`src/rtl/vend_fsm_change.sv`:
```
// vend_fsm_change: coin-accumulating vending controller with overpayment
// change, cancel/refund and coin rejection.
//
// Ports:
//   clk           system clock, rising edge
//   rst           asynchronous active-low reset
//   coin_valid    one-cycle strobe qualifying coin_value
//   coin_value    coin denomination in units
//   cancel        customer abort, level-sampled (only honoured in COLLECT)
//   change_ready  hopper accepts change_amt this cycle
//   dispense      one-cycle product release pulse
//   change_valid  change/refund offer pending
//   change_amt    units to return, stable while change_valid
//   coin_reject   pulse: the coin presented last cycle was not credited
//   credit        current accumulated credit
//   LED_Yellow    dispensing or returning change
//   LED_Green     machine ready (IDLE)
//
// Every output is either a register or a decode of the state register, so
// there is no combinational input-to-output path.
module vend_fsm_change #(
    parameter int PRICE  = 5,
    parameter int COIN_W = 4,
    parameter int SUM_W  = 8
) (
    input  logic              clk,
    input  logic              rst,
    input  logic              coin_valid,
    input  logic [COIN_W-1:0] coin_value,
    input  logic              cancel,
    input  logic              change_ready,
    output logic              dispense,
    output logic              change_valid,
    output logic [SUM_W-1:0]  change_amt,
    output logic              coin_reject,
    output logic [SUM_W-1:0]  credit,
    output logic              LED_Yellow,
    output logic              LED_Green
);

    typedef enum logic [2:0] {
        IDLE,
        COLLECT,
        DISPENSE,
        CHANGE,
        REFUND
    } state_t;

    localparam logic [SUM_W-1:0] PRICE_S = SUM_W'(PRICE);

    state_t           state, state_nxt;
    logic [SUM_W-1:0] credit_nxt, amt_nxt;
    logic             reject_nxt;
    logic [SUM_W:0]   new_sum;
    logic             in_pay, cancel_hit, accept;

    always_ff @(posedge clk or negedge rst) begin
        if (!rst) begin
            state       <= IDLE;
            credit      <= '0;
            change_amt  <= '0;
            coin_reject <= 1'b0;
        end else begin
            state       <= state_nxt;
            credit      <= credit_nxt;
            change_amt  <= amt_nxt;
            coin_reject <= reject_nxt;
        end
    end

    always_comb begin
        // One extra bit so an overflowing coin is visible as new_sum[SUM_W].
        new_sum    = {1'b0, credit} + {{(SUM_W + 1 - COIN_W){1'b0}}, coin_value};
        in_pay     = (state == IDLE) || (state == COLLECT);
        // Cancel in COLLECT wins over a coin arriving in the same cycle.
        cancel_hit = (state == COLLECT) && cancel;
        accept     = coin_valid && in_pay && !cancel_hit &&
                     (coin_value != '0) && !new_sum[SUM_W];

        state_nxt  = state;
        credit_nxt = credit;
        amt_nxt    = change_amt;
        reject_nxt = coin_valid && !accept;

        case (state)
            IDLE, COLLECT: begin
                if (cancel_hit) begin
                    state_nxt = REFUND;
                    amt_nxt   = credit;
                end else if (accept) begin
                    credit_nxt = new_sum[SUM_W-1:0];
                    if (new_sum >= {1'b0, PRICE_S}) begin
                        state_nxt = DISPENSE;
                        // No borrow: new_sum fits in SUM_W bits and is >= PRICE.
                        amt_nxt   = new_sum[SUM_W-1:0] - PRICE_S;
                    end else begin
                        state_nxt = COLLECT;
                    end
                end
            end
            DISPENSE: begin
                credit_nxt = '0;
                state_nxt  = (change_amt != '0) ? CHANGE : IDLE;
            end
            CHANGE, REFUND: begin
                // change_valid is always high here, so change_ready alone
                // completes the handshake.
                if (change_ready) begin
                    state_nxt  = IDLE;
                    amt_nxt    = '0;
                    credit_nxt = '0;
                end
            end
            default: begin
                state_nxt  = IDLE;
                credit_nxt = '0;
                amt_nxt    = '0;
            end
        endcase
    end

    assign dispense     = (state == DISPENSE);
    assign change_valid = (state == CHANGE) || (state == REFUND);
    assign LED_Yellow   = (state == DISPENSE) || (state == CHANGE) || (state == REFUND);
    assign LED_Green    = (state == IDLE);

endmodule

```
`config.mk`:
```
export PLATFORM = sky130hd
export DESIGN_NAME = vend_fsm_change
export DESIGN_NICKNAME = d
export VERILOG_FILES = /design/src/rtl/vend_fsm_change.sv
export SDC_FILE = /design/constraint.sdc
export NUM_CORES = 1
export LEC_CHECK = 0
export CAP_MARGIN = 5
export CORE_AREA = 3 3 75 59
export DETAILED_ROUTE_END_ITERATION = 8
export DIE_AREA = 0 0 78 62
export GPL_ROUTABILITY_DRIVEN = 0
export GPL_TIMING_DRIVEN = 0
export PLACE_DENSITY = 0.68
export SETUP_SLACK_MARGIN = 0.5
export SYNTH_ARGS = -nofsm -noshare
export SYNTH_HDL_FRONTEND = slang
export SYNTH_SLANG_ARGS = --single-unit
```
`constraint.sdc`:
```
create_clock -name clk -period 3.15 [get_ports clk]
set_input_delay 0.4725 -clock clk [delete_from_list [all_inputs] [get_ports clk]]
set_output_delay 0.4725 -clock clk [all_outputs]
set_load 0.05 [all_outputs]
```
==> results.md, run 1 <==
- Max-cap viol count: 0
- Num CTS Buffers: 3
- Root Buffer Master: clkbuf_8
- Most frequently used flop master after synthesis: dfrtp_1
- Max Slew Vio Count: 0
- CP Class: in -> reg
- CTS tree: yes
- Remaining Overflow, GRT: 0
- Slew @ Worst Pin: between 1 and 1.5 ns
- Vias in the first global route: between 1500 and 2000
- Die H: roughly 62 µm
- Total power draw: 3.10 mW
- Antenna Cells: 0
- Drt pass-1 iters: 4
- First-pass GRT wire length: around 8300 µm
- Gr busiest metal: met2
- Via count of the routed design: between 1500 and 2000
- Num rows: 19
- Initial antenna violation count: 0
- Number of cells after detailed placement: roughly 270
- Clock transition at path regs: roughly 0.080 ns
- Setup Skew: between 0.002 and 0.003 ns
- Largest net degree at the start of global routing: 21
- GRT Overall Usage: 21.7%
- Filler Cell Count: 284
- Hpwl dp: 3460 µm
- Maximum fanout along the worst path: 8
- Crit path DAT: between 2 and 3 ns
- Routed vias/inst: about 6.0
- Maximum VDD drop: ~0.00065 V
- Avg Synthesized Cell Area: 9.14 µm²
- Die ar.: just under 5000 µm²
- Seq/Total Area, Yosys: between 20% and 30%
- P&R area growth vs syn: 50.9%
- Hold WS: between 0.5 and 0.6 ns
- Syn Nets: 200
- Setup violators final: 0
- Met2 usage: between 30% and 40%
- H-tree levels: 1
- Util after Layout: between 60% and 70%
- YS warnings: 0
- Rel. slew slack: 16.7%
- Clock latency on the worst-skew pair: between 0.2 and 0.3 ns
- Nets@finish: 251
- Period utilisation layout: just over 80%
- Core Region: 3710 µm²
- F_max: 386 MHz
- Leakage: just over 1 nW
- Final hold vios: 0
- Data required, critical path: around 3.3 ns
- Routed WL per cell: 18.0 µm
- Routing usage on met1: between 20% and 30%
- Layout cells sized above 1: between 30 and 40%
- Final Instance Area: approximately 2500 µm²
- RSZ-0062 raised after global routing: yes
- Port bufs: 29
- Initial Util: between 40% and 50%
- HP Class: reg -> reg
- Startpoint types: primary input
- Final WL: roughly 5200 µm
- Total clock sinks: 20
- Remaining DRCs: 0
- Top Ports: 30
- Die Span X: 78 µm
- Cell Area, Placed: between 2000 and 2500 µm²
- Cell Count, Final, Fillers Out: ~290
- Number of flops mapped to enable cells by yosys: 0
- Worst setup EP type: flop
- Grt met3 use: 4.47%
- Clk buf depth: 2
- Async SR Flop Fraction: 100%
- Initial drt markers: about 170
- Yosys cell types: 60
- Antenna-violating nets left: 0
- #FFs+latches synth: 20
- Fin crit period: roughly 2.6 ns
- Status: complete, no violations
- Mapped Area: 1680 µm²
- Post-Syn Instances: between 150 and 200
- Power Density: about 1200 nW/µm²
state kept, by name (all words and copies together) (netlist names):
name         cells
coin_reject      1
change_amt       8
state            3
credit           8
metrics by stage:
| stage | setup TNS (ns) | worst slack (ns) |
|---|---|---|
| floorplan | 0 | 0.517 |
| global placement | -1.74 | -0.274 |
| detailed placement | -1.57 | -0.244 |
| CTS | 0 | 0.525 |
| global route | 0 | 0.444 |
| finish | 0 | 0.558 |
area by class of cell:
class                      count  area (µm²)  share of cell area, %
clock buffer                   3        41.3                   1.63
multi-input combinational    140        1300                   51.2
buffer                        11         124                   4.88
inverter                      13        48.8                   1.92
sequential                    20         504                   19.9
tap                           52        65.1                   2.56
clock inverter                 1        30.0                   1.18
timing repair buffer          46         425                   16.8
routing by layer:
layer / share of wire, % / up-vias
li1: - / 788
met1: 45 / 827
met2: 47 / 80
met3: 7.2 / 13
met4: 1.2 / 0
met5: 0 / -
what timing repair did:
item / CTS / global route
gates resized for setup: 36 / 11
setup endpoints to repair: 20 / 15
pin swaps: 15 / 8
buffers inserted: 11 / 6
hold buffers: 0 / 0
endpoints found under the hold margin: 0 / 0
power by group:
part | internal, mW | total [mW] | leakage, nW | switching (mW)
Sequential | 0.348 | 0.444 | 0.260 | 0.0963
Clock | 0.170 | 0.264 | 0.0357 | 0.0944
Combinational | 1.03 | 2.40 | 0.743 | 1.36
worst max-delay path, stage by stage:
cell and delay, ns:
dlygate4sd2_1 0.25, ha_2 0.19, buf_8 0.13, or4_4 0.52
nor3b_4 0.23, a31oi_4 0.13, a2111oi_4 0.29, buf_4 0.19
a21boi_4 0.06, buf_12 0.17, o22ai_2 0.13
kinds of logic after synthesis:
logic type | after synthesis | share of synthesized area [%]
flops | 20 | 29.8
fa+ha+maj | 7 | 5.65
mux | 5 | 3.05
buf+inv | 24 | 9.45
xor+xnor | 6 | 3.12
simple gates | 52 | 16.8
compound gates | 70 | 32.1
final timing paths:
| check | from | end | slack, ns | cells past startpoint |
|---|---|---|---|---|
| hold reg to reg | change_amt[7] | change_amt[7] | 0.56 | 2 |
| max in group asynchronous | rst | credit[1] | 1.77 | 1 |
| min in group asynchronous | rst | credit[4] | 0.73 | 1 |
| hold / removal | change_amt[7] | change_amt[7] | 0.56 | 2 |
| setup reg to reg | credit[2] | change_amt[6] | 0.57 | 10 |
| setup / recovery | coin_value[2] | change_amt[6] | 0.56 | 11 |
cell usage in the layout (no fill, tap or decap), types with 3 or more instances in the layout:
cell and instances:
nand4_1 3, dfrtp_1 17, o21ai_0 10, dlygate4sd2_1 4, a21oi_1 5, buf_4 16, nor2_1 16, dfrtp_2 3
a211oi_2 4, inv_1 12, mux2i_1 4, nand2b_1 3, o211ai_1 3, o22ai_2 6, buf_6 5, o22ai_4 3
a21oi_2 3, clkdlybuf4s50_1 25, xnor2_1 4, nand2_1 13, a21o_1 3, clkbuf_8 4
Yosys cell counts, types with 2 or more instances:
cell type / count / area (µm²)
nand2b_1: 3 / 18.8
mux2i_1: 4 / 40.0
nor4b_1: 2 / 17.5
dfrtp_1: 20 / 500
xnor2_1: 5 / 43.8
buf_6: 5 / 56.3
o22ai_1: 9 / 56.3
nand2_1: 13 / 48.8
a211o_1: 2 / 17.5
and2_1: 2 / 12.5
o211ai_1: 3 / 22.5
ha_1: 6 / 75.1
o21a_1: 3 / 22.5
nand4_1: 3 / 18.8
a211oi_1: 6 / 45.0
a21o_1: 4 / 30.0
clkbuf_8: 3 / 41.3
nor2_1: 16 / 60.1
o21ai_0: 10 / 50.1
a21oi_1: 9 / 45.0
clkbuf_1: 2 / 7.51
nor3_1: 2 / 10.0
or2b_2: 2 / 17.5
o31ai_1: 2 / 15.0
inv_1: 13 / 48.8
Power figures use the tool's default switching activity.
==> run 2: changes to the inputs <==
==> constraint.sdc (replaced) <==
create_clock -name clk -period 2.5 [get_ports clk]
set_input_delay 0.375 -clock clk [delete_from_list [all_inputs] [get_ports clk]]
set_output_delay 0.375 -clock clk [all_outputs]
set_load 0.05 [all_outputs]
==> run 2 against run 1 <==
The flow now finishes with violations (setup timing). Critical path depth fell by 2. Largest cell class unchanged. Utilization hardly changed. Via count up 1.1%. Combinational power grew 19%. Cell count up 0.70%. Sequential cell count unchanged. Clock-buffer cell count did not move. Sequential power grew 27%. Power is 21% higher. Hold slack got worse by 0.0020 ns. Sequential share of layout area is 0.16 points higher. Clock power grew 24%. Largest power group unchanged.
==> results.md, run 2 (same netlist as run 1, synthesis figures left out) <==
- Hold WS: 0.553 ns (was 0.555 ns)
- H-tree levels: 1 (unchanged)
- Drt pass-1 iters: 5 (was 4)
- Reg area: 508 µm² (was 504 µm²)
- Nets@finish: 253 (was 251)
- Antenna Cells: 0 (unchanged)
- Status: finished, violations left (was complete, no violations)
- Clock latency on the worst-skew pair: 0.26 ns (about the same)
- CTS tree: yes (unchanged)
- Largest net degree at the start of global routing: 21 (unchanged)
- Hpwl dp: 3380 µm (was 3460 µm)
- Setup violators final: 8 (was 0)
- Total clock sinks: 20 (unchanged)
- Die Span X: 78 µm (unchanged)
- GRT Overall Usage: 20.6% (was 21.7%)
- Core Region: 3710 µm² (unchanged)
- Period utilisation layout: 102%
- Die H: 62 µm (unchanged)
- Root Buffer Master: clkbuf_8 (unchanged)
- Total power draw: 3.75 mW (was 3.10 mW)
- Final hold vios: 0 (unchanged)
- Startpoint types: flop (was primary input)
- Setup ws final: -0.0379 ns (was 0.558 ns)
- Via count of the routed design: 1726 (was 1708)
- Final WL: 5110 µm (was 5160 µm)
- Num rows: 19 (unchanged)
- Initial antenna violation count: 0 (unchanged)
- Final Instance Area: 2540 µm² (about the same)
- Antenna-violating nets left: 0 (unchanged)
- CTS Hold Bufs: 0 (unchanged)
- Cell Count, Final, Fillers Out: 288 (was 286)
- Setup Skew: 0.00468 ns (was 0.00265 ns)
- Number of cells after detailed placement: 265 (unchanged)
- Commonest non-fill, non-tap cell in the layout: clkdlybuf4s50_1 (unchanged)
- Failing checks: setup timing
- RSZ-0062 raised after global routing: yes (unchanged)
- F_max: approximately 390 MHz
- Port bufs: 29 (unchanged)
- Data required, critical path: 2.64 ns (was 3.34 ns)
- Clock transition at path regs: 0.08 ns (about the same)
- Routed vias/inst: 5.99 (was 5.97)
- Commonest non-fill, non-tap cells in the layout: clkdlybuf4s50_1 (19), buf_4 (16), nor2_1 (14), dfrtp_1 (14), inv_1 (12) (was clkdlybuf4s50_1 (25), dfrtp_1 (17), nor2_1 (16), buf_4 (16), nand2_1 (13))
- Filler Cell Count: 274 (was 284)
- Layout cells sized above 1: 39.8% (was 33.8%)
- Cell Area, Placed: 2120 µm² (was 2070 µm²)
- Max-cap viol count: 0 (unchanged)
- Top Ports: 30 (unchanged)
- Power Density: 1480 nW/µm² (was 1220 nW/µm²)
- Util after Layout: 68.4% (about the same)
- Initial Util: 45.3% (unchanged)
- Leakage: 1.10 nW (was 1.04 nW)
- Num CTS Buffers: 3 (unchanged)
- Initial drt markers: 120 (was 174)
- Remaining DRCs: 0 (unchanged)
- Vias in the first global route: 1651 (was 1684)
- Largest regs: change_amt: 8 flops, credit: 8 flops, state: 3 flops (unchanged)
- CP Class: reg -> reg (was in -> reg)
- Crit path DAT: 2.68 ns (was 2.78 ns)
- Remaining Overflow, GRT: 0 (unchanged)
- Worst setup EP type: flop (unchanged)
- Max Slew Vio Count: 0 (unchanged)
- Routed WL per cell: 17.7 µm (was 18.0 µm)
- Die ar.: 4840 µm² (unchanged)
- Maximum fanout along the worst path: 8 (unchanged)
- Maximum VDD drop: 0.000947 V (was 0.000646 V)
- First-pass GRT wire length: 7820 µm (was 8300 µm)
- Multi-input logic area: 1280 µm² (was 1300 µm²)
- Clk buf depth: 2 (unchanged)
- HP Class: reg -> reg (unchanged)
- Slew @ Worst Pin: 1.14 ns (was 1.23 ns)
- Fin crit period: 2.54 ns
- P&R area growth vs syn: 50.8% (was 50.9%)
- Rel. slew slack: 23.1% (was 16.7%)
run 2: cell count changes in the layout (fill, tap and decap cells not counted), sizes merged:
cell	delta
buf	+2
dlymetal6s2s	+2
clkdlybuf4s50	-6
clkbuf	+2
clkdlybuf4s15	+2
run 2: timing repair:
item                       CTS  global route
setup buffers               11             8
setup endpoints to repair   24            25
resized for setup           27            38
pin swaps                   12             8
run 2: cell type report:
type / count / share of cell area [%]
timing repair buffer: 48 / 17.2
tap: 52 / 2.57
clock buffer: 3 / 1.63
clock inverter: 1 / 1.18
multi-input combinational: 140 / 50.7
inverter: 13 / 1.92
sequential: 20 / 20.0
buffer: 11 / 4.79
run 2: metal layers:
layer | track usage [%] | wire length [µm] | part of all wire, %
met1 | 26.3 | 2230 | 44
met2 | 36.7 | 2520 | 49
met3 | 4.32 | 303 | 5.9
met4 | 4.49 | 48 | 0.94
met5 | 0 | 0 | 0
run 2: critical path, stage by stage (launching register included):
cell and delay (ns):
dfrtp_2 0.44, ha_4 0.16, buf_6 0.11, or4_4 0.51, nor3b_4 0.22, a31oi_4 0.14, a2111oi_4 0.35, buf_4 0.21
o31a_4 0.19, o22ai_1 0.09
run 2: power by group:
group,internal [mW],switching (mW),total (mW)
Sequential,0.443,0.121,0.564
Clock,0.214,0.113,0.327
Combinational,1.20,1.66,2.86
run 2: path summary, 6_finish.rpt:
path | startpoint | endpoint | slack [ns] | cells past startpoint
worst max-delay path | credit[3] | change_amt[2] | -0.04 | 9
max in group asynchronous | rst | credit[3] | 1.26 | 1
worst min-delay path | change_amt[7] | change_amt[7] | 0.55 | 2
min in group asynchronous | rst | coin_reject | 0.62 | 1
worst max register to register | credit[3] | change_amt[2] | -0.04 | 9
worst min register to register | change_amt[7] | change_amt[7] | 0.55 | 2
run 2: per-stage QoR:
step	setup WS (ns)	setup TNS, ns
2_1_floorplan	-0.0717	-0.385
3_3_place_gp	-0.640	-8.78
5_1_grt	-0.119	-1.04
6_report	-0.0379	-0.239
4_1_cts	-0.0470	-0.301
3_5_place_dp	-0.655	-9.41
